--- src/rtl/event_sync_unit.sv ---
// ============================================================================
// Module   : event_sync_unit
// Brief    : Synchronises 32 async event lines into HCLK pulses with per-line
//            edge select, SW trigger and level status over APB. Optional
//            debounce filter enabled by defining EVENT_FILTER_EN.
// Revision : 1.0 - initial release
// ============================================================================
`default_nettype none

module event_sync_unit #(
  parameter int APB_ADDR_WIDTH = 12,
  parameter int SYNC_STAGES    = 2,
  parameter int FILTER_LEN     = 4
) (
  input  logic                      HCLK,
  input  logic                      HRESETn,
  input  logic [APB_ADDR_WIDTH-1:0] PADDR,
  input  logic [31:0]               PWDATA,
  input  logic                      PWRITE,
  input  logic                      PSEL,
  input  logic                      PENABLE,
  output logic [31:0]               PRDATA,
  output logic                      PREADY,
  output logic                      PSLVERR,
  input  logic [31:0]               event_i,
  output logic [31:0]               event_o
);

  localparam logic [1:0] c_ADDR_RISE   = 2'd0;
  localparam logic [1:0] c_ADDR_FALL   = 2'd1;
  localparam logic [1:0] c_ADDR_STATUS = 2'd2;

  logic [SYNC_STAGES-1:0][31:0] r_sync;
  logic [31:0] r_rise;
  logic [31:0] r_fall;
  logic [31:0] r_swtrig;
  logic [31:0] r_prev;
  logic [31:0] r_event;
  logic [31:0] w_sync;
  logic [31:0] w_lvl;
  logic [31:0] w_edge;
  logic [1:0]  w_addr;
  logic        w_apb_wr;
  logic        w_apb_rd;
  logic        w_unused_addr;

  assign w_addr        = PADDR[3:2];
  assign w_apb_wr      = PSEL & PENABLE & PWRITE;
  assign w_apb_rd      = PSEL & PENABLE & ~PWRITE;
  assign w_unused_addr = ^{PADDR[APB_ADDR_WIDTH-1:4], PADDR[1:0]};

  assign PREADY  = 1'b1;
  assign PSLVERR = 1'b0;

  always_ff @(posedge HCLK or negedge HRESETn) begin
    if (!HRESETn) begin
      r_sync <= '0;
    end else begin
      r_sync <= {r_sync[SYNC_STAGES-2:0], event_i};
    end
  end

  assign w_sync = r_sync[SYNC_STAGES-1];

`ifdef EVENT_FILTER_EN
  localparam int                 c_CNT_W    = $clog2(FILTER_LEN + 1);
  localparam logic [c_CNT_W-1:0] c_CNT_LAST = c_CNT_W'(FILTER_LEN - 1);

  // The level only flips once the synchronised input has disagreed with it
  // for FILTER_LEN consecutive cycles; any agreement restarts the count.
  for (genvar gi = 0; gi < 32; gi++) begin : g_filter
    logic [c_CNT_W-1:0] r_cnt;
    logic               r_lvl_bit;

    always_ff @(posedge HCLK or negedge HRESETn) begin
      if (!HRESETn) begin
        r_cnt     <= '0;
        r_lvl_bit <= 1'b0;
      end else if (w_sync[gi] != r_lvl_bit) begin
        if (r_cnt == c_CNT_LAST) begin
          r_lvl_bit <= w_sync[gi];
          r_cnt     <= '0;
        end else begin
          r_cnt <= r_cnt + c_CNT_W'(1);
        end
      end else begin
        r_cnt <= '0;
      end
    end

    assign w_lvl[gi] = r_lvl_bit;
  end
`else
  logic [31:0] r_lvl;

  always_ff @(posedge HCLK or negedge HRESETn) begin
    if (!HRESETn) begin
      r_lvl <= '0;
    end else begin
      r_lvl <= w_sync;
    end
  end

  assign w_lvl = r_lvl;
`endif

  // prev follows lvl unconditionally so enabling an edge never sees a stale level.
  assign w_edge = (r_rise & w_lvl & ~r_prev) | (r_fall & ~w_lvl & r_prev);

  always_ff @(posedge HCLK or negedge HRESETn) begin
    if (!HRESETn) begin
      r_rise   <= '0;
      r_fall   <= '0;
      r_swtrig <= '0;
      r_prev   <= '0;
      r_event  <= '0;
    end else begin
      if (w_apb_wr && (w_addr == c_ADDR_RISE)) begin
        r_rise <= PWDATA;
      end
      if (w_apb_wr && (w_addr == c_ADDR_FALL)) begin
        r_fall <= PWDATA;
      end
      r_swtrig <= (w_apb_wr && (w_addr == 2'd3)) ? PWDATA : 32'd0;
      r_prev   <= w_lvl;
      r_event  <= w_edge | r_swtrig;
    end
  end

  assign event_o = r_event;

  always_comb begin
    PRDATA = '0;
    if (w_apb_rd) begin
      case (w_addr)
        c_ADDR_RISE:   PRDATA = r_rise;
        c_ADDR_FALL:   PRDATA = r_fall;
        c_ADDR_STATUS: PRDATA = w_lvl;
        default:       PRDATA = '0;
      endcase
    end
  end

endmodule

`default_nettype wire

--- config.mk ---
export PLATFORM = sky130hd
export DESIGN_NAME = event_sync_unit
export DESIGN_NICKNAME = d
export VERILOG_FILES = /design/src/rtl/event_sync_unit.sv
export SDC_FILE = /design/constraint.sdc
export NUM_CORES = 1
export LEC_CHECK = 0
export BUFFER_PORTS_ARGS = -buffer_cell sky130_fd_sc_hd__buf_4
export CAP_MARGIN = 20
export CORE_ASPECT_RATIO = 1.2
export CORE_MARGIN = 4
export CORE_UTILIZATION = 58
export CTS_BUF_LIST = sky130_fd_sc_hd__clkbuf_2 sky130_fd_sc_hd__clkbuf_4 sky130_fd_sc_hd__clkbuf_8
export DETAILED_ROUTE_END_ITERATION = 16
export GPL_ROUTABILITY_DRIVEN = 0
export PLACE_DENSITY = 0.82
export SLEW_MARGIN = 20
export SYNTH_ARGS = -nofsm -noshare
export SYNTH_HDL_FRONTEND = slang
export SYNTH_SLANG_ARGS = --single-unit
--- constraint.sdc ---
create_clock -name HCLK -period 1.3 [get_ports HCLK]
set_input_delay 0.065 -clock HCLK [delete_from_list [all_inputs] [get_ports HCLK]]
set_output_delay 0.065 -clock HCLK [all_outputs]
set_load 0.01 [all_outputs]
Word level (Yosys, flattened, before mapping). Cells that the tools add are included.

Logic and storage cells: 30. Bits in writable memories: 0. Input port bits: 81. Register bits after elaboration: 256. Memory bits (read-only): 0. Output and inout port bits: 66. Memories kept: 0. Bits in latches: 0.

Multiply operators: 0. Bitwise gates (word level): 12. $add $sub $neg: 0. Reduce and logical (&&, ||, !) cells: 4. Divide/modulo/power cells: 0. Order comparisons: 0. Muxes and demuxes: 3. Equal/unequal tests: 3. Shift-type cells: 0.

Operators by type and width (number): 32-bit bitwise AND (4); 32-bit case mux with 3 select lines (1); 32-bit two-way mux (2); 32-bit inverter (2); 32-bit OR (2); 2-bit == test, second input constant (2); 1-bit bitwise AND (3); 1-bit logical AND (3); 2-bit by 1-bit == test with 1-bit output, second input constant (1); 2-bit zero test (1); 1-bit inverter (1).

Logic depth before layout (Yosys ltp).
Word-level depth: 5. Mapped depth: 6. Gate-level depth less buffers: 3.

Worst setup path after synthesis. No wires, ideal clock.

Kind: input to register. Start point: input PADDR[2]. End point: register r_fall[10]. Stages: 5. Path slack: 0.014 ns. Setup time: 0.125 ns. Path buffers: 3. Arrival: 1.161 ns. Required time: 1.175 ns. Cell sequence: buf_2 -> or3b_1 -> buf_6 -> buf_6 -> mux2_4.

Longest elaborated chain between the ends: 2.

RTL lines: from (decl) (RTL line 17) `input logic [APB_ADDR_WIDTH-1:0] PADDR,`; 2-bit by 1-bit == test with 1-bit output (RTL line 121) `if (w_apb_wr && (w_addr == c_ADDR_FALL)) begin`; 1-bit logical AND (RTL line 121); to (signal assigned) (RTL line 113) `r_fall <= '0;`; to (signal assigned) (RTL line 122) `r_fall <= PWDATA;`; to (decl) (RTL line 35) `logic [31:0] r_fall;`.

Every way passes these cells. A chain may end at the register's enable or synchronous reset.

Final worst setup path.
Start point: register r_rise[2]. End point: output PRDATA[2].

Longest elaborated chain between the ends: 2.

RTL lines: from (decl) (RTL line 34) `logic [31:0] r_rise;`; from (signal assigned) (RTL line 112) `r_rise <= '0;`; from (signal assigned) (RTL line 119) `r_rise <= PWDATA;`; 32-bit case mux with 3 select lines (RTL line 135) `case (w_addr)`; 32-bit two-way mux (RTL line 134) `if (w_apb_rd) begin`; to (decl) (RTL line 22) `output logic [31:0] PRDATA,`.

Every way passes these cells.

==> impl_metrics.ini <==
[route]
vias_per_cell = 5.38
drc = 0
top_layer_used = met4
initialDrtViolationCount = 390
wl_per_cell_um = 19.3
detail-route-antenna-nets = 0
wirelength_um = 22100
wl_met1_um = 8350
wl_met3_um = 1340
met2WireLength_um = 11400
vias = 6151
drt-pass1-iter-count = 5

[power_and_ir_drop]
sw_frac_of_total_pct = 24.6
comb_power_share_pct = 16.4
seqPwrFrac_pct = 47.2
p_per_area_nw_per_um2 = 1570
p_int_w = 0.0149
leakagePower_nw = 6.22
p_clk_share_pct = 36.4
power_switching_w = 0.00484
fin_total_pwr_w = 0.0197
ir_worst_vdd_mv = 1.12

[worst_setup_path]
required_ps = 1240
arrival_ps = 1570
worst_setup_path_end_kind = output port
critical_path.startpoint_type = flop
crit_type = flop to output port
path_max_fanout = 3

[floorplan]
fp.dieH_um = 144
core_um2 = 15100
initial_core_util_pct = 59.4
ios = 147
die_area_um2 = 17500
rows = 49
die_w_um = 122

[sta]
skew_ps = 12.7
tightest_slew_ps = 906
tns_ps = -8180
hold_ws_ps = 136
maxSlewHeadroom_pct = 39.6
layout_min_cycle_time_ps = 1630
rsz0062_at_grt = yes
hold_violations = 0
layout_worst_path_cycle_share_pct = 125
max_freq_ghz = 0.613
finalMaxSlewViolations = 0
setup_viol = 32
fin_ws_ps = -331

[run_status]
violations = setup timing
status = finished, violations left

[worst_hold_path]
hp-class = input pin to async pin

[synth]
synth_area_per_cell_um2 = 14.7
syn_area_um2 = 8970
synth_cell_type_count = 23
synthCells = 612
yosysTopAreaCell = dfrtp_1
ys.warnings.count = 0
syn_nets = 693
synth_seq_cells = 256
synth.area.top_cells = dfrtp_1, mux2_4, mux2_2, mux2i_1, a2bb2oi_1
synth-seq-area-share_pct = 71.4
synth_top_area_share_pct = 71.4

[clocking]
root_buffer = clkbuf_8
cts_tree = yes
htree_levels = 2
clock_latency_ps = 540
numCtsBuffers = 39
path_clk_slew_ps = 70
cts_max_path_buffers = 3
clock_sinks = 256

[placement]
dp_slack_ps = -135
post-dp-hpwl_um = 11800
io_buffers = 134

[flow_run]
drv_cap = 0

[final_layout]
final_cell_mix = dfrtp_1, buf_4, dlygate4sd3_1
utilization_pct = 83.1
drive_gt1_share_pct = 39.9
mostFrequentLayoutCell = dfrtp_1
seq_area_um2 = 6410
multi_input_comb_area_um2 = 2430
diodes = 0
syn_to_final_growth_pct = 39.7
nFillCells = 765
final_nets = 991

[global_route]
grt_start_max_net_pins = 64
grt_pass1_vias = 6803
antenna_found_initial = 0
grt_usage_pct = 25.5
grt_remaining_overflow = 0
grt_pass1_wl_um = 34600
Yosys cell counts:
master     number
a2bb2oi_1      32
a311o_1         1
a31oi_1        31
and2_1         32
buf_2           8
buf_4           2
buf_6           4
clkbuf_1       13
conb_1          2
dfrtp_1       256
inv_1          32
mux2_1          2
mux2_2         32
mux2_4         30
mux2i_1        32
nand2_1        33
nand3_1         1
nand4b_1        1
nor2_1         34
nor2b_1         1
nor3_2          1
o21ai_0        31
or3b_1          1
through the flow:
step / instance area, µm² / instances
6_report: 12500 / 1144
5_1_grt: 12500 / 1144
4_1_cts: 12300 / 1132
3_5_place_dp: 10400 / 944
3_3_place_gp: 10400 / 944
2_1_floorplan: 8970 / 612
worst max-delay path, cell delays in order (launching register included):
cell       delay (ps)
dfrtp_1           410
mux2i_2           210
a2bb2oi_2         210
nor2_1             60
buf_4             140
power by group through the flow:
stage                     logic, W  registers, W  clock network, W
after floorplan            0.00116       0.00937                 0
after global placement     0.00202       0.00940                 0
after detailed placement   0.00211       0.00948                 0
after CTS                  0.00295       0.00923           0.00731
after global routing       0.00348       0.00937           0.00768
final                      0.00324       0.00930           0.00718
cells by family (layout without fill, tap and decap cells):
family	count (synthesis)	after routing	synth area share, %
other	2	2	0.0838
buffers and inverters	59	387	3.00
flip-flops	256	256	71.4
AO/OA/AOI/OAI	95	95	7.13
AND/OR/NAND/NOR	104	104	5.47
multiplexers	96	96	12.9
layout make-up:
cell class | instances | share of cell area, %
clock buffers | 57 | 5.96
clock inverters | 14 | 1.03
inverters | 32 | 0.959
multi-input cells | 297 | 19.4
flip-flops and latches | 256 | 51.1
well taps | 204 | 2.04
repair buffers | 284 | 19.5
what timing repair did:
action	CTS	global route
endpoints found under the setup margin	32	66
hold buffers	67	0
gates resized for setup	4	19
buffers inserted	50	12
endpoints found under the hold margin	384	0
pin swaps	4	10
final timing paths:
| check | from | endpoint | slack, ps | cells after the start |
|---|---|---|---|---|
| min in group HCLK | event_i[23] | r_sync[23] | 180 | 2 |
| max in group asynchronous | HRESETn | r_lvl[10] | 220 | 3 |
| min | HRESETn | r_rise[4] | 140 | 3 |
| max reg2reg | r_fall[4] | event_o[4] | 210 | 4 |
| min reg2reg | w_sync[5] | r_lvl[5] | 340 | 0 |
| max | r_rise[2] | PRDATA[2] | -330 | 4 |
flip-flops by register name, summed over array words and instances, names as in the netlist:
| register | count |
|---|---|
| event_o | 32 |
| r_fall | 32 |
| r_lvl | 32 |
| r_prev | 32 |
| r_rise | 32 |
| r_swtrig | 32 |
| r_sync | 32 |
| w_sync | 32 |
layer usage:
layer | global-route usage [%] | vias to the layer above
met5 | 0 | -
li1 | - | 2687
met4 | 12.1 | 0
met2 | 44.4 | 252
met3 | 5.40 | 76
met1 | 30.4 | 3136
Note: power is estimated with default switching activity, not from simulation.
